[src/rtl/cdb_arbiter.sv]
// Common data bus arbiter: grants one completed functional-unit result per cycle
// with rotating priority, and filters speculative results on branch flush/commit.
module cdb_arbiter #(
  parameter int NUM_UNIT          = 4,
  parameter int BW_TAG            = 4,
  parameter int BW_PROCESSOR_DATA = 32
) (
  input  logic                                  clk,
  input  logic                                  rst_n,
  input  logic [NUM_UNIT-1:0]                   i_req_valid,
  output logic [NUM_UNIT-1:0]                   o_req_ready,
  input  logic [NUM_UNIT*BW_TAG-1:0]            i_req_tag_flatten,
  input  logic [NUM_UNIT*BW_PROCESSOR_DATA-1:0] i_req_data_flatten,
  input  logic [NUM_UNIT-1:0]                   i_req_speculation,
  input  logic                                  i_branch_valid,
  input  logic                                  i_branch_flush,
  output logic                                  o_cdb_valid,
  output logic [BW_TAG-1:0]                     o_cdb_tag,
  output logic [BW_PROCESSOR_DATA-1:0]          o_cdb_data,
  output logic                                  o_cdb_speculation,
  output logic [$clog2(NUM_UNIT)-1:0]           o_rr_ptr
);

  localparam int PW = $clog2(NUM_UNIT);

  logic [BW_TAG-1:0]            req_tag  [NUM_UNIT];
  logic [BW_PROCESSOR_DATA-1:0] req_data [NUM_UNIT];

  genvar gi;
  generate
    for (gi = 0; gi < NUM_UNIT; gi++) begin : g_unpack
      assign req_tag[gi]  = i_req_tag_flatten[gi*BW_TAG +: BW_TAG];
      assign req_data[gi] = i_req_data_flatten[gi*BW_PROCESSOR_DATA +: BW_PROCESSOR_DATA];
    end
  endgenerate

  logic                         flush;
  logic                         commit;
  logic [NUM_UNIT-1:0]          squash;
  logic [NUM_UNIT-1:0]          cand;
  logic                         found;
  logic [PW-1:0]                winner;
  logic [NUM_UNIT-1:0]          grant_onehot;
  logic [PW-1:0]                rr_ptr_reg, rr_ptr_next;
  logic                         cdb_valid_reg;
  logic [BW_TAG-1:0]            cdb_tag_reg;
  logic [BW_PROCESSOR_DATA-1:0] cdb_data_reg;
  logic                         cdb_spec_reg;
  int                           idx;

  assign flush  = i_branch_valid & i_branch_flush;
  assign commit = i_branch_valid & ~i_branch_flush;
  // On a flush, speculative requests are swallowed rather than competing for the bus.
  assign squash = i_req_valid & i_req_speculation & {NUM_UNIT{flush}};
  assign cand   = i_req_valid & ~squash;

  always_comb begin
    found  = 1'b0;
    winner = '0;
    idx    = 0;
    for (int i = 0; i < NUM_UNIT; i++) begin
      idx = int'(rr_ptr_reg) + i;
      if (idx >= NUM_UNIT) idx = idx - NUM_UNIT;
      if (!found && cand[idx]) begin
        found  = 1'b1;
        winner = PW'(idx);
      end
    end
  end

  always_comb begin
    grant_onehot = '0;
    if (found) grant_onehot[winner] = 1'b1;
  end

  always_comb begin
    rr_ptr_next = rr_ptr_reg;
    if (found) rr_ptr_next = (winner == PW'(NUM_UNIT-1)) ? '0 : winner + PW'(1);
  end

  assign o_req_ready = rst_n ? (grant_onehot | squash) : '0;

  always_ff @(posedge clk or negedge rst_n) begin
    if (!rst_n) begin
      cdb_valid_reg <= 1'b0;
      cdb_tag_reg   <= '0;
      cdb_data_reg  <= '0;
      cdb_spec_reg  <= 1'b0;
      rr_ptr_reg    <= '0;
    end else begin
      cdb_valid_reg <= found;
      rr_ptr_reg    <= rr_ptr_next;
      if (found) begin
        cdb_tag_reg  <= req_tag[winner];
        cdb_data_reg <= req_data[winner];
        cdb_spec_reg <= i_req_speculation[winner] & ~commit;
      end
    end
  end

  assign o_cdb_valid       = cdb_valid_reg;
  assign o_cdb_tag         = cdb_tag_reg;
  assign o_cdb_data        = cdb_data_reg;
  assign o_cdb_speculation = cdb_spec_reg;
  assign o_rr_ptr          = rr_ptr_reg;

`ifndef SYNTHESIS
  // Tag 0 means "no producer", so a valid result carrying it is a requester bug.
  always @(posedge clk) begin
    if (rst_n) begin
      for (int u = 0; u < NUM_UNIT; u++) begin
        if (i_req_valid[u]) assert (req_tag[u] != '0);
        for (int v = u + 1; v < NUM_UNIT; v++) begin
          if (i_req_valid[u] && i_req_valid[v] && req_tag[u] != '0)
            assert (req_tag[u] != req_tag[v]);
        end
      end
      if (!flush) assert ($onehot0(o_req_ready));
    end
  end
`endif

endmodule

[config.mk]
export PLATFORM = sky130hd
export DESIGN_NAME = cdb_arbiter
export DESIGN_NICKNAME = d
export VERILOG_FILES = /design/src/rtl/cdb_arbiter.sv
export SDC_FILE = /design/constraint.sdc
export NUM_CORES = 1
export LEC_CHECK = 0
export ABC_CLOCK_PERIOD_IN_PS = 2900
export CORE_AREA = 4 4 142 76
export DETAILED_ROUTE_END_ITERATION = 6
export DIE_AREA = 0 0 146 80
export GPL_ROUTABILITY_DRIVEN = 0
export HOLD_SLACK_MARGIN = 0.08
export PLACE_DENSITY = 0.69
export SYNTH_ARGS = -nofsm -noshare
export SYNTH_HDL_FRONTEND = slang
export SYNTH_SLANG_ARGS = --single-unit
[constraint.sdc]
create_clock -name clk -period 2.9 [get_ports clk]
set_clock_uncertainty 0.15 [all_clocks]
set_input_delay 0.29 -clock clk [delete_from_list [all_inputs] [get_ports clk]]
set_output_delay 0.29 -clock clk [all_outputs]
set_load 0.05 [all_outputs]
After elaboration in Yosys (flattened, before gate mapping)
Index checks and enable logic that the tools add are counted.
{"block": "word_totals", "register_bits": 40, "latch_bits": 0, "ramBits": 0, "mem_bits_ro": 0, "inputBits": 156, "output_inout_bits": 44, "word_cells": 80, "mem_count": 0}
{"block": "op_classes", "addsub": 8, "n_mul": 0, "div": 0, "n_lt_le_gt_ge": 11, "eq_ne": 1, "shift": 0, "n_mux": 37, "n_bitwise": 11, "reduce_logical": 7}
{"op": "2-to-1 mux 32 bit", "n": 6}
{"op": "less-than comparator 32 x 4 -> 1 bit, second input constant", "n": 4}
{"op": "binary-select mux 32 bit (select 2 bit)", "n": 1}
{"op": "2-to-1 mux 4 bit", "n": 4}
{"op": "2-to-1 mux 1 bit", "n": 14}
{"op": "AND 4 bit", "n": 3}
{"op": "greater-or-equal comparator 3 bit, second input constant", "n": 4}
{"op": "subtractor 3 x 3 -> 4 bit, second input constant", "n": 3}
{"op": "binary-select mux 1 bit (select 2 bit)", "n": 5}
{"op": "2-to-1 mux 2 bit", "n": 5}
{"op": "binary-select mux 4 bit (select 2 bit)", "n": 1}
{"op": "adder 2 x 2 -> 3 bit, second input constant", "n": 2}
{"op": "logical AND 1 bit", "n": 4}
{"op": "inverter 4 bit", "n": 1}
{"op": "OR 4 bit", "n": 1}
{"op": "subtractor 2 x 3 -> 4 bit, second input constant", "n": 1}
{"op": "adder 2 x 1 -> 3 bit, second input constant", "n": 1}
{"op": "AND 1 bit", "n": 3}
{"op": "greater-or-equal comparator 2 x 3 -> 1 bit, second input constant", "n": 1}
{"op": "logical NOT 1 bit", "n": 3}
{"op": "less-than comparator 2 x 3 -> 1 bit, second input constant", "n": 1}
{"op": "inverter 2 -> 3 bit", "n": 1}
{"op": "adder 2 x 1 -> 2 bit, second input constant", "n": 1}
{"op": "demux 1 bit (select 2 bit)", "n": 1}
{"op": "other kinds (3)", "n": 4}

Logic depth before layout (Yosys ltp)
{"block": "logic_depth", "word_depth": 24, "mapped_depth": 9, "mapped_depth_nobuf": 8}

Worst setup path before layout
Ideal clock, no wire load.
{"block": "synth_timing", "kind": "register to output", "from": "register rr_ptr_reg[1], in the netlist o_rr_ptr[1]", "to": "output o_req_ready[2]", "arrival_time_ps": 2905, "required_time_ps": 2460, "path_slack_ps": -445, "stages_incl_launch_ff": 9, "path_buffers": 2, "path_cell_list": "dfrtp_1 > or3b_1 > o32ai_1 > a211oi_2 > buf_6 > buf_6 > ha_1 > nand2_1 > a21boi_0"}
{"block": "synth_via", "elab_chain_cells": 22, "elab_cells_between_ends": 49, "cone_classes": "7 x add/sub; 6 x order compare; 28 x mux; 1 x bitwise; 7 x reduce/logical"}
{"element": "from (decl)", "line_no": "44", "rtl": "logic [PW-1:0] rr_ptr_reg, rr_ptr_next;"}
{"element": "from (signal assigned)", "line_no": "92", "rtl": "rr_ptr_reg <= rr_ptr_next;"}
{"element": "parallel branches: the longest is 19 deep, another holds subtractor 3 x 3 -> 4 bit"}
{"element": "2-to-1 mux 4 bit *", "line_no": "73", "rtl": "if (found) grant_onehot[winner] = 1'b1;"}
{"element": "OR 4 bit *", "line_no": "81", "rtl": "assign o_req_ready = rst_n ? (grant_onehot | squash) : '0;"}
{"element": "2-to-1 mux 4 bit *", "line_no": "81"}
{"element": "to (decl)", "line_no": "11", "rtl": "output logic [NUM_UNIT-1:0] o_req_ready,"}
Every way passes the cells marked *. The select of a mux whose other input is x is not followed.

Final worst setup path
{"block": "layout_timing", "from": "input i_req_speculation[3]", "to": "output o_req_ready[0]"}
{"block": "layout_via", "elab_chain_cells": 24, "elab_cells_between_ends": 38, "cone_classes": "2 x order compare; 24 x mux; 5 x bitwise; 7 x reduce/logical"}
{"element": "from (decl)", "line_no": "14", "rtl": "input logic [NUM_UNIT-1:0] i_req_speculation,"}
{"element": "AND 4 bit * (2 in series)", "line_no": "54", "rtl": "assign squash = i_req_valid & i_req_speculation & {NUM_UNIT{flush}};"}
{"element": "inverter 4 bit *", "line_no": "55", "rtl": "assign cand = i_req_valid & ~squash;"}
{"element": "AND 4 bit *", "line_no": "55"}
{"element": "binary-select mux 1 bit (select 2 bit)", "line_no": "64", "rtl": "if (!found && cand[idx]) begin"}
{"element": "2-to-1 mux 1 bit (implied by the code) (2 in series)", "line_no": "64"}
{"element": "2-to-1 mux 1 bit", "line_no": "64"}
{"element": "logical NOT 1 bit", "line_no": "64"}
{"element": "logical AND 1 bit", "line_no": "64"}
{"element": "[6 not listed]"}
{"element": "2-to-1 mux 2 bit", "line_no": "64"}
{"element": "less-than comparator 2 x 3 -> 1 bit (implied by the code) or greater-or-equal comparator 2 x 1 -> 1 bit (tied branches)", "line_no": "73"}
{"element": "logical AND 1 bit (implied by the code)", "line_no": "73"}
{"element": "2-to-1 mux 1 bit (implied by the code)", "line_no": "73"}
{"element": "demux 1 bit (select 2 bit)", "line_no": "73"}
{"element": "2-to-1 mux 4 bit *", "line_no": "73"}
{"element": "OR 4 bit *", "line_no": "81"}
{"element": "2-to-1 mux 4 bit *", "line_no": "81"}
Every way passes the cells marked *; elsewhere a longest branch is shown, timed or not. The select of a mux whose other input is x is not followed.

==> impl_metrics.env <==
export IMPL_core_area_um2=9350
export IMPL_ys_seq_area_frac=0.335
export IMPL_max_vdd_ir_drop_uv=379
export IMPL_ys_warn_count=0
export IMPL_initialDrtViolationCount=135
export IMPL_grt_pass1_wl_um=16400
export IMPL_max_freq_mhz=371
export IMPL_status="finished, final reports clean"
export IMPL_n_antenna_cell=0
export IMPL_crit_type="in -> out"
export IMPL_synthArstFlopShare=1.00
export IMPL_dr_pass1_iters=4
export IMPL_nets=622
export IMPL_syn_nets=418
export IMPL_portBuffers=199
export IMPL_critPathRequiredTime_ns=2.46
export IMPL_p_leak_nw=2.14
export IMPL_max_stage_delay_ns=0.46
export IMPL_cp_arrival_ns=2.26
export IMPL_path_max_fanout=5
export IMPL_fin_crit_ns=2.70
export IMPL_drc=0
export IMPL_cts_sinks=40
export IMPL_finalPower_mw=5.06
export IMPL_place_ws_ns=0.0878
export IMPL_hold_worst_slack_ns=0.349
export IMPL_dp_cells=572
export IMPL_clk_latency_ns=0.29
export IMPL_final_antenna_net_count=0
export IMPL_start_util=0.319
export IMPL_yosysMostFrequentCell="mux2i_1"
export IMPL_ys_ff_latch=40
export IMPL_drv_slew=0
export IMPL_layout_setup_ws_ns=0.202
export IMPL_synth_edff_count=0
export IMPL_std_cell_rows=25
export IMPL_fin_tns_setup_ns=0
export IMPL_worst_pin_slew_ns=0.622
export IMPL_path_clk_slew_ns=0.06
export IMPL_io_pins=200
export IMPL_grt_max_degree=32
export IMPL_worst_path_buf_inv=3
export IMPL_power_density_nw_per_um2=951
export IMPL_syn_area_per_cell_um2=11.6
export IMPL_die_area_um2=11700
export IMPL_cp_start_kind="primary input"
export IMPL_rsz0062_at_grt="false"
export IMPL_hold_class="in -> reg"
export IMPL_die_x_um=146
export IMPL_worstSetupEndpointType="primary output"
export IMPL_yosys_area_top_type="dfrtp_1"
export IMPL_vias=2945
export IMPL_slew_headroom=0.585
export IMPL_die_height_um=80
export IMPL_setup_viol=0
export IMPL_design_area_um2=5320
export IMPL_critPathTopFamily="buffers and inverters"
export IMPL_slowest_stage="clkdlybuf4s50_1"
export IMPL_netlist_area_um2=2990
export IMPL_postPlaceCellArea_um2=5090
export IMPL_path_cells="clkdlybuf4s50_1, and3_1, o211ai_1, a32oi_2, nor2_4, inv_1, ha_1, a22oi_1, nor2b_1, buf_4"
export IMPL_synthCells=258
export IMPL_routed_wl_um=11100
export IMPL_synth_flop_cell="dfrtp_1"
export IMPL_grt_use_total=0.177
export IMPL_grt_pass1_vias=2982
export IMPL_antenna_found_initial=0
export IMPL_synthTopCellsByCount="72 x mux2i_1, 40 x dfrtp_1, 37 x nor2_1"
export IMPL_fill_cells=801
export IMPL_cap_violations=0
export IMPL_drive_gt1_frac=0.168
export IMPL_ys_types=41
export IMPL_synth_top_cell_area_share=0.335
export IMPL_area_delta_synth_final_pct=78.1
export IMPL_ctsRootBufferMaster="clkbuf_16"
export IMPL_fin_util=0.569
export IMPL_grt_overflow=0
export IMPL_wl_per_cell_um=19.0
export IMPL_finalCritPeriodShare=0.930
export IMPL_vias_per_cell=5.04
export IMPL_htree_num_levels=2
export IMPL_fin_cells=584
export IMPL_cts_path_max_buffers=2
export IMPL_cts_buffers=5
export IMPL_cts_tree="yes"
export IMPL_hold_viol=0
export IMPL_hpwl_um=8670
export IMPL_synthTopCellsByArea="dfrtp_1 34%, mux2i_1 24%, a221oi_2 18%"
path summary, 6_finish.rpt:
check / from / end / slack, ns / cells after the start
worst max register to register: o_rr_ptr[1] / o_cdb_data[19] / 0.49 / 8
worst max-delay path: i_req_speculation[3] / o_req_ready[0] / 0.20 / 10
max in group asynchronous: rst_n / o_cdb_data[8] / 1.47 / 3
min in group asynchronous: rst_n / o_cdb_tag[1] / 0.42 / 2
worst min-delay path: i_branch_flush / o_cdb_speculation / 0.35 / 3
worst min register to register: o_cdb_speculation / o_cdb_speculation / 0.37 / 2
final cells by class:
type	count	area, um2	share of cell area
inverters	9	36.3	0.00682
clock inverters	2	38.8	0.00729
clock buffers	6	139	0.0261
flip-flops and latches	40	1000	0.188
well taps	121	151	0.0285
repair buffers	216	2150	0.404
multi-input cells	190	1800	0.339
cell usage in the layout (no fill, tap or decap), drive strengths merged, types with 4 or more instances in the layout:
| master | netlist | final |
|---|---|---|
| clkbuf | 4 | 6 |
| dfrtp | 40 | 40 |
| mux2i | 72 | 72 |
| a221oi | 37 | 37 |
| ha | 4 | 4 |
| nand3 | 5 | 5 |
| clkdlybuf4s50 | 0 | 192 |
| inv | 8 | 8 |
| buf | 14 | 21 |
| nor2 | 37 | 37 |
| a22oi | 5 | 5 |
what timing repair did:
item                                   4_1_cts  5_1_grt
endpoints found under the hold margin       22        0
hold buffers                                 1        0
gates resized for setup                      0        4
setup endpoints to repair                    0        4
buffers inserted                             0        3
routing by layer:
layer / GRT usage / part of all wire / vias up
li1: - / - / 1411
met1: 0.210 / 0.39 / 1411
met2: 0.328 / 0.54 / 106
met3: 0.0380 / 0.049 / 17
met4: 0.0488 / 0.020 / 0
met5: 0 / 0 / -
cells by family (layout without fill, tap and decap cells):
group | after synthesis | in the layout | synth area share
fa+ha+maj | 4 | 4 | 0.0168
compound gates | 60 | 60 | 0.252
simple gates | 53 | 53 | 0.0783
flops | 40 | 40 | 0.335
buf+inv | 28 | 233 | 0.0729
mux | 73 | 73 | 0.245
state kept, by name, summed over array words and instances (netlist names):
name,count
o_cdb_data,32
o_cdb_speculation,1
o_cdb_tag,4
o_cdb_valid,1
o_rr_ptr,2
worst reg2reg max path, cell delays in order (launching register included):
cell      delay [ns]
dfrtp_1         0.47
or3b_1          0.42
o32ai_2         0.20
a211oi_4        0.12
buf_4           0.17
buf_4           0.12
buf_4           0.22
mux2i_1         0.17
a221oi_2        0.28
where the power goes:
group,internal (mW),total (mW),switching (mW)
logic,1.36,3.39,2.03
registers,0.835,1.00,0.166
clock network,0.431,0.665,0.234
(Power assumes the default switching activity.)
